===== src/rtl/ss_product_window_acc.sv =====
`default_nettype none
// ============================================================================
// Module   : ss_product_window_acc
// Function : Sums 2^L valid product samples and returns the sum and the window
//            mean over a valid/ready handshake. Define SS_ACC_ROUND_EN to
//            round the mean half up instead of truncating it.
// Revision : 1.0
// ============================================================================
module ss_product_window_acc #(
    parameter int PROD_W       = 8,
    parameter int MAX_LOG2_LEN = 10,
    parameter int ACC_W        = PROD_W + MAX_LOG2_LEN
) (
    input  logic              clk,
    input  logic              rst,
    input  logic              start,
    input  logic [3:0]        log2_len,
    input  logic [PROD_W-1:0] prod_in,
    input  logic              prod_valid,
    output logic              busy,
    output logic              out_valid,
    input  logic              out_ready,
    output logic [ACC_W-1:0]  sum_out,
    output logic [PROD_W-1:0] mean_out
);

    localparam logic [3:0]              C_MAX_L    = 4'(MAX_LOG2_LEN);
    localparam logic [MAX_LOG2_LEN-1:0] C_CNT_ONES = '1;
    localparam logic [ACC_W:0]          C_MEAN_MAX = (ACC_W+1)'((1 << PROD_W) - 1);

    typedef enum logic [1:0] {
        S_IDLE  = 2'd0,
        S_ACCUM = 2'd1,
        S_DONE  = 2'd2
    } state_t;

    state_t                  r_state;
    logic [3:0]              r_len;
    logic [ACC_W-1:0]        r_acc;
    logic [MAX_LOG2_LEN-1:0] r_cnt;

    logic [ACC_W-1:0]        w_sum_next;
    logic [MAX_LOG2_LEN-1:0] w_last_idx;
    logic                    w_last;
    logic [ACC_W:0]          w_biased;
    logic [ACC_W:0]          w_shift;
    logic [PROD_W-1:0]       w_mean;

    assign w_sum_next = r_acc + ACC_W'(prod_in);
    // Index of the final sample in the window: 2^L - 1
    assign w_last_idx = ~(C_CNT_ONES << r_len);
    assign w_last     = (r_cnt == w_last_idx);

`ifdef SS_ACC_ROUND_EN
    // Extra top bit keeps the half-LSB bias from wrapping
    assign w_biased = (r_len == 4'd0) ? {1'b0, w_sum_next}
                    : {1'b0, w_sum_next} + ((ACC_W+1)'(1) << (r_len - 4'd1));
`else
    assign w_biased = {1'b0, w_sum_next};
`endif

    assign w_shift = w_biased >> r_len;
    assign w_mean  = (w_shift > C_MEAN_MAX) ? C_MEAN_MAX[PROD_W-1:0]
                                            : w_shift[PROD_W-1:0];

    always_ff @(posedge clk or posedge rst) begin
        if (rst) begin
            r_state   <= S_IDLE;
            r_len     <= '0;
            r_acc     <= '0;
            r_cnt     <= '0;
            busy      <= 1'b0;
            out_valid <= 1'b0;
            sum_out   <= '0;
            mean_out  <= '0;
        end else begin
            case (r_state)
                S_IDLE: begin
                    if (start) begin
                        r_len   <= (log2_len > C_MAX_L) ? C_MAX_L : log2_len;
                        r_acc   <= '0;
                        r_cnt   <= '0;
                        busy    <= 1'b1;
                        r_state <= S_ACCUM;
                    end
                end
                S_ACCUM: begin
                    if (prod_valid) begin
                        r_acc <= w_sum_next;
                        r_cnt <= r_cnt + 1'b1;
                        if (w_last) begin
                            sum_out   <= w_sum_next;
                            mean_out  <= w_mean;
                            out_valid <= 1'b1;
                            r_state   <= S_DONE;
                        end
                    end
                end
                S_DONE: begin
                    if (out_ready) begin
                        out_valid <= 1'b0;
                        busy      <= 1'b0;
                        r_state   <= S_IDLE;
                    end
                end
                default: begin
                    out_valid <= 1'b0;
                    busy      <= 1'b0;
                    r_state   <= S_IDLE;
                end
            endcase
        end
    end

endmodule
`default_nettype wire

===== config.mk =====
export PLATFORM = sky130hd
export DESIGN_NAME = ss_product_window_acc
export DESIGN_NICKNAME = d
export VERILOG_FILES = /design/src/rtl/ss_product_window_acc.sv
export SDC_FILE = /design/constraint.sdc
export NUM_CORES = 1
export LEC_CHECK = 0
export BUFFER_PORTS_ARGS = -buffer_cell sky130_fd_sc_hd__buf_2
export CAP_MARGIN = 5
export CORE_UTILIZATION = 65
export DETAILED_ROUTE_END_ITERATION = 10
export HOLD_SLACK_MARGIN = 0.06
export PLACE_DENSITY = 0.87
export SLEW_MARGIN = 20
export SYNTH_ARGS = -nofsm -noshare
export SYNTH_HDL_FRONTEND = slang
export SYNTH_SLANG_ARGS = --single-unit

===== constraint.sdc =====
create_clock -name clk -period 8.32 [get_ports clk]
set_input_delay 1.664 -clock clk [delete_from_list [all_inputs] [get_ports clk]]
set_output_delay 1.664 -clock clk [all_outputs]
set_load 0.01 [all_outputs]

==> results_tabular.tex <==
\begin{tabular}{lr}
\hline
Metric & Value \\
\hline
\multicolumn{2}{l}{\textbf{Detailed routing}} \\
\quad Number of design-rule violations left by the first detailed-router iteration & 407 \\
\quad Aggregate routed wire length & about 12000 um \\
\quad Final routed wire length divided by cell count & 18.71 um \\
\quad Remaining DRCs & 1 \\
\quad Remaining number of nets flagged by the antenna check after routing & 0 \\
\quad Post-DR vias/cell & 6.789 \\
\quad Routed vias & 4481 \\
\quad Pre-Repair DR Iteration Count & 9 \\
\multicolumn{2}{l}{\textbf{Critical path}} \\
\quad Sequence of cells on the critical path & buf\_2, ha\_1, nand4\_1, o22ai\_1, o2111ai\_2, xor2\_1, o211ai\_1, or4b\_1, or4\_4, o21ai\_4, nand3\_1 \\
\quad Setup Crit Path Kind & input pin to flop \\
\quad Critical path capture point type & flop \\
\quad Highest fanout seen on the critical path & 14 \\
\quad Buffer and inverter count on the worst path & 1 \\
\quad Cell with the largest stage delay on the worst path & sky130\_fd\_sc\_hd\_\_o22ai\_1 \\
\quad Arrival time worst endpoint & 5410 ps \\
\quad Worst path top cell family by delay & compound AO/OA/AOI/OAI gates \\
\quad Required @ worst endpoint & 8540 ps \\
\quad Kind of start point of the critical path & input pin \\
\quad Slowest stage delay, CP & between 800 and 900 ps \\
\multicolumn{2}{l}{\textbf{Timing}} \\
\quad Tightest Pin Transition & 1072 ps \\
\quad RSZ-0062 raised after global routing & false \\
\quad Final TNS setup & 0 ps \\
\quad Post-layout worst setup margin & 3124 ps \\
\quad Maximum clock frequency & 0.1924 GHz \\
\quad Number of failing hold endpoints at the final stage & 0 \\
\quad Headroom to the max-slew limit & 0.2856 \\
\quad Shortest clock period the worst path allows after layout & 5196 ps \\
\quad Count of final max-slew check failures & 0 \\
\quad Setup violation total in the final timing report & 0 \\
\quad Worst clock skew & approximately 14 ps \\
\quad Crit share post-route & 0.6246 \\
\multicolumn{2}{l}{\textbf{Global routing}} \\
\quad Most Used Layer, Global Route & met2 \\
\quad Maximum number of pins on one net before global-route repair & 63 \\
\quad Vias in the first global route & 4006 \\
\quad Combined global-route utilization of all metal layers & 0.3608 \\
\quad Total global routing overflow & 0 \\
\quad Wire length of the first global-routing pass & 20410 um \\
\quad Met1 usage in global routing & 0.5113 \\
\quad Number of antenna violations at the first check in global routing & 0 \\
\quad Met2 demand-to-capacity share in global routing & 0.5513 \\
\quad Met3 layer usage reported by global route & 0.07685 \\
\multicolumn{2}{l}{\textbf{Outcome}} \\
\quad Result of the run & complete, but fails checks \\
\quad Violated checks & DRC \\
\multicolumn{2}{l}{\textbf{Placement}} \\
\quad Worst slack after detailed placement & 2856 ps \\
\quad Routability cong. & 0.9802 \\
\quad Number of placed instances with taps included & about 640 \\
\quad Quantity of I/O buffers inserted on ports & 44 \\
\quad Hpwl dp & $\sim$8700 um \\
\multicolumn{2}{l}{\textbf{Clock tree}} \\
\quad Clock Tree Buf Depth & 2 \\
\quad CTS tree & done \\
\quad H-Tree Level Count & 3 \\
\quad Post-CTS setup-driven buffer insertion count & 0 \\
\quad \# clock sinks & 62 \\
\quad CTS Hold Buffers Added & 0 \\
\quad Post-cts resize count & 0 \\
\quad Clock latency on the worst-skew pair & 350 ps \\
\quad CTS buffer count & 9 \\
\quad CTS root buffer & sky130\_fd\_sc\_hd\_\_clkbuf\_8 \\
\quad Clock slew at reported path FFs & 70 ps \\
\multicolumn{2}{l}{\textbf{Synthesis}} \\
\quad Number of flops mapped to enable cells by yosys & 0 \\
\quad Most area-hungry cell type in the Yosys netlist & sky130\_fd\_sc\_hd\_\_dfrtp\_1 \\
\quad Most instantiated flip-flop cell in the synthesis netlist & sky130\_fd\_sc\_hd\_\_dfrtp\_1 \\
\quad Top-area cell type share of the netlist area & 0.3425 \\
\quad Post-synth top cells & sky130\_fd\_sc\_hd\_\_nand2\_1 (70), sky130\_fd\_sc\_hd\_\_dfrtp\_1 (62), sky130\_fd\_sc\_hd\_\_o21ai\_0 (59) \\
\quad Most frequent cell after synthesis & sky130\_fd\_sc\_hd\_\_nand2\_1 \\
\quad Cells after synthesis & 553 \\
\quad Post-synthesis sequential area ratio & 0.3425 \\
\quad Proportion of synthesized flip-flops having asynchronous set or reset & 1.000 \\
\quad Yosys warnings & 0 \\
\quad Post-synthesis register bit count & 62 \\
\quad Post-synthesis net count & 580 \\
\quad Number of distinct library cell variants in the gate-level netlist after synthesis & 73 \\
\quad Synth top area cells & sky130\_fd\_sc\_hd\_\_dfrtp\_1 (34\%), sky130\_fd\_sc\_hd\_\_o21ai\_0 (6.5\%), sky130\_fd\_sc\_hd\_\_nand2\_1 (5.8\%) \\
\quad Post-synthesis instance area & 4529 um\^{}2 \\
\quad Synthesized area per cell & between 8 and 9 um\^{}2 \\
\multicolumn{2}{l}{\textbf{Power and ir drop}} \\
\quad Switching component of the power & 0.0007843 W \\
\quad Areal power density over the cells & between 300 and 400 nW/um\^{}2 \\
\quad Combinational cell fraction of total power & 0.548 \\
\quad Cell-internal power & $\sim$0.0008 W \\
\quad Fraction of power spent switching nets & 0.4878 \\
\quad Part of the power in registers & 0.298 \\
\quad Total power & 0.001608 W \\
\quad Leakage power total & 2.221 nW \\
\quad Max rail drop VDD & 0.0002067 V \\
\quad Clock share of power & 0.154 \\
\multicolumn{2}{l}{\textbf{Layout}} \\
\quad Antenna Cells & 0 \\
\quad Count of placed standard cells in the final layout, fillers left out & 660 \\
\quad Combined area of the multi-input logic cells & 2774 um\^{}2 \\
\quad Fraction of final layout cells with drive strength greater than 1 & 0.1586 \\
\quad Number of nets in the finished design & 602 \\
\quad Register area & roughly 1600 um\^{}2 \\
\quad Area grow syn2layout & 8.978\% \\
\quad Fillers & 531 \\
\multicolumn{2}{l}{\textbf{Floorplan}} \\
\quad Die Area & 7306 um\^{}2 \\
\quad Number of standard-cell rows in the floorplan & 30 \\
\quad Die W & 85.48 um \\
\quad Count of boundary I/O pins & 45 \\
\quad Starting density of the core & 0.6704 \\
\quad Area of the core region & around 6800 um\^{}2 \\
\quad Die Y-Extent & 85.48 um \\
\multicolumn{2}{l}{\textbf{Hold path}} \\
\quad HP Class & flop to flop \\
\multicolumn{2}{l}{\textbf{Run}} \\
\quad Total of max-cap violations & 0 \\
\hline
\end{tabular}
==> flip-flops by register name, summed over array words and instances (netlist names) <==
register   count
r_acc         18
sum_out       18
r_cnt         10
mean_out       8
r_len          4
r_state        2
busy           1
out_valid      1
==> area by class of cell <==
type,count,area share
multi-input combinational,437,0.5620
sequential,62,0.3143
timing repair buffer,51,0.05526
clock buffer,11,0.03067
tap,80,0.02028
inverter,14,0.01065
clock inverter,5,0.006844
==> routing by layer <==
| layer | part of all wire | vias up | routed length, um |
|---|---|---|---|
| li1 | - | 2076 | - |
| met1 | 0.44 | 2129 | 5387 |
| met2 | 0.45 | 252 | 5565 |
| met3 | 0.091 | 24 | 1125 |
| met4 | 0.022 | 0 | 272 |
| met5 | 0 | - | 0 |
==> power groups by stage <==
stage	Sequential [W]	Combinational [W]	Clock (W)
2_1_floorplan	0.000435	0.000674	0
3_3_place_gp	0.000477	0.000827	0
3_5_place_dp	0.000481	0.000851	0
4_1_cts	0.000476	0.000859	0.000248
5_1_grt	0.000494	0.000964	0.000261
6_report	0.000479	0.000881	0.000247
==> worst paths after layout <==
kind / startpoint / slack [ps] / end / cells past startpoint
max: prod_in[7] / 3120 / mean_out[5] / 11
min: sum_out[11] / 470 / sum_out[11] / 2
max reg2reg: r_acc[7] / 4130 / mean_out[5] / 10
min reg2reg: sum_out[11] / 470 / sum_out[11] / 2
max in group asynchronous: rst / 6290 / sum_out[1] / 3
min in group asynchronous: rst / 1540 / r_cnt[9] / 3
==> per-stage QoR <==
stage	hold WS (ps)	instance area, um^2	utilization
2_1_floorplan	453.8	4529	-
3_3_place_gp	458.4	4751	0.7031
3_5_place_dp	464.2	4751	0.7031
4_1_cts	479.6	4936	0.7306
5_1_grt	504.0	4936	0.7306
6_report	472.7	4936	0.7306
==> cells in the final DEF, fill, tap and decap left out, drive strengths merged, types with 12 or more instances in the layout <==
| cell | instances |
|---|---|
| o21ai | 62 |
| inv | 14 |
| buf | 51 |
| xor2 | 13 |
| a21oi | 29 |
| nand2 | 70 |
| dfrtp | 62 |
| nand3 | 16 |
| nor3 | 13 |
| o211ai | 14 |
| nor2 | 49 |
| mux2i | 12 |
==> worst min-delay path, cell delays in order (launching register included) <==
cell and delay [ps]:
sky130_fd_sc_hd__dfrtp_1 340, sky130_fd_sc_hd__nand2_1 40, sky130_fd_sc_hd__o21ai_0 60
==> cells by family (layout without fill, tap and decap cells) <==
family	after synthesis	count (layout)	synth area share
buf+inv	54	81	0.04641
xor+xnor	24	24	0.04641
flops	62	62	0.3425
simple gates	204	204	0.2155
mux	21	21	0.05635
fa+ha+maj	10	10	0.02928
compound gates	178	178	0.2635
Power figures use the tool's default switching activity.
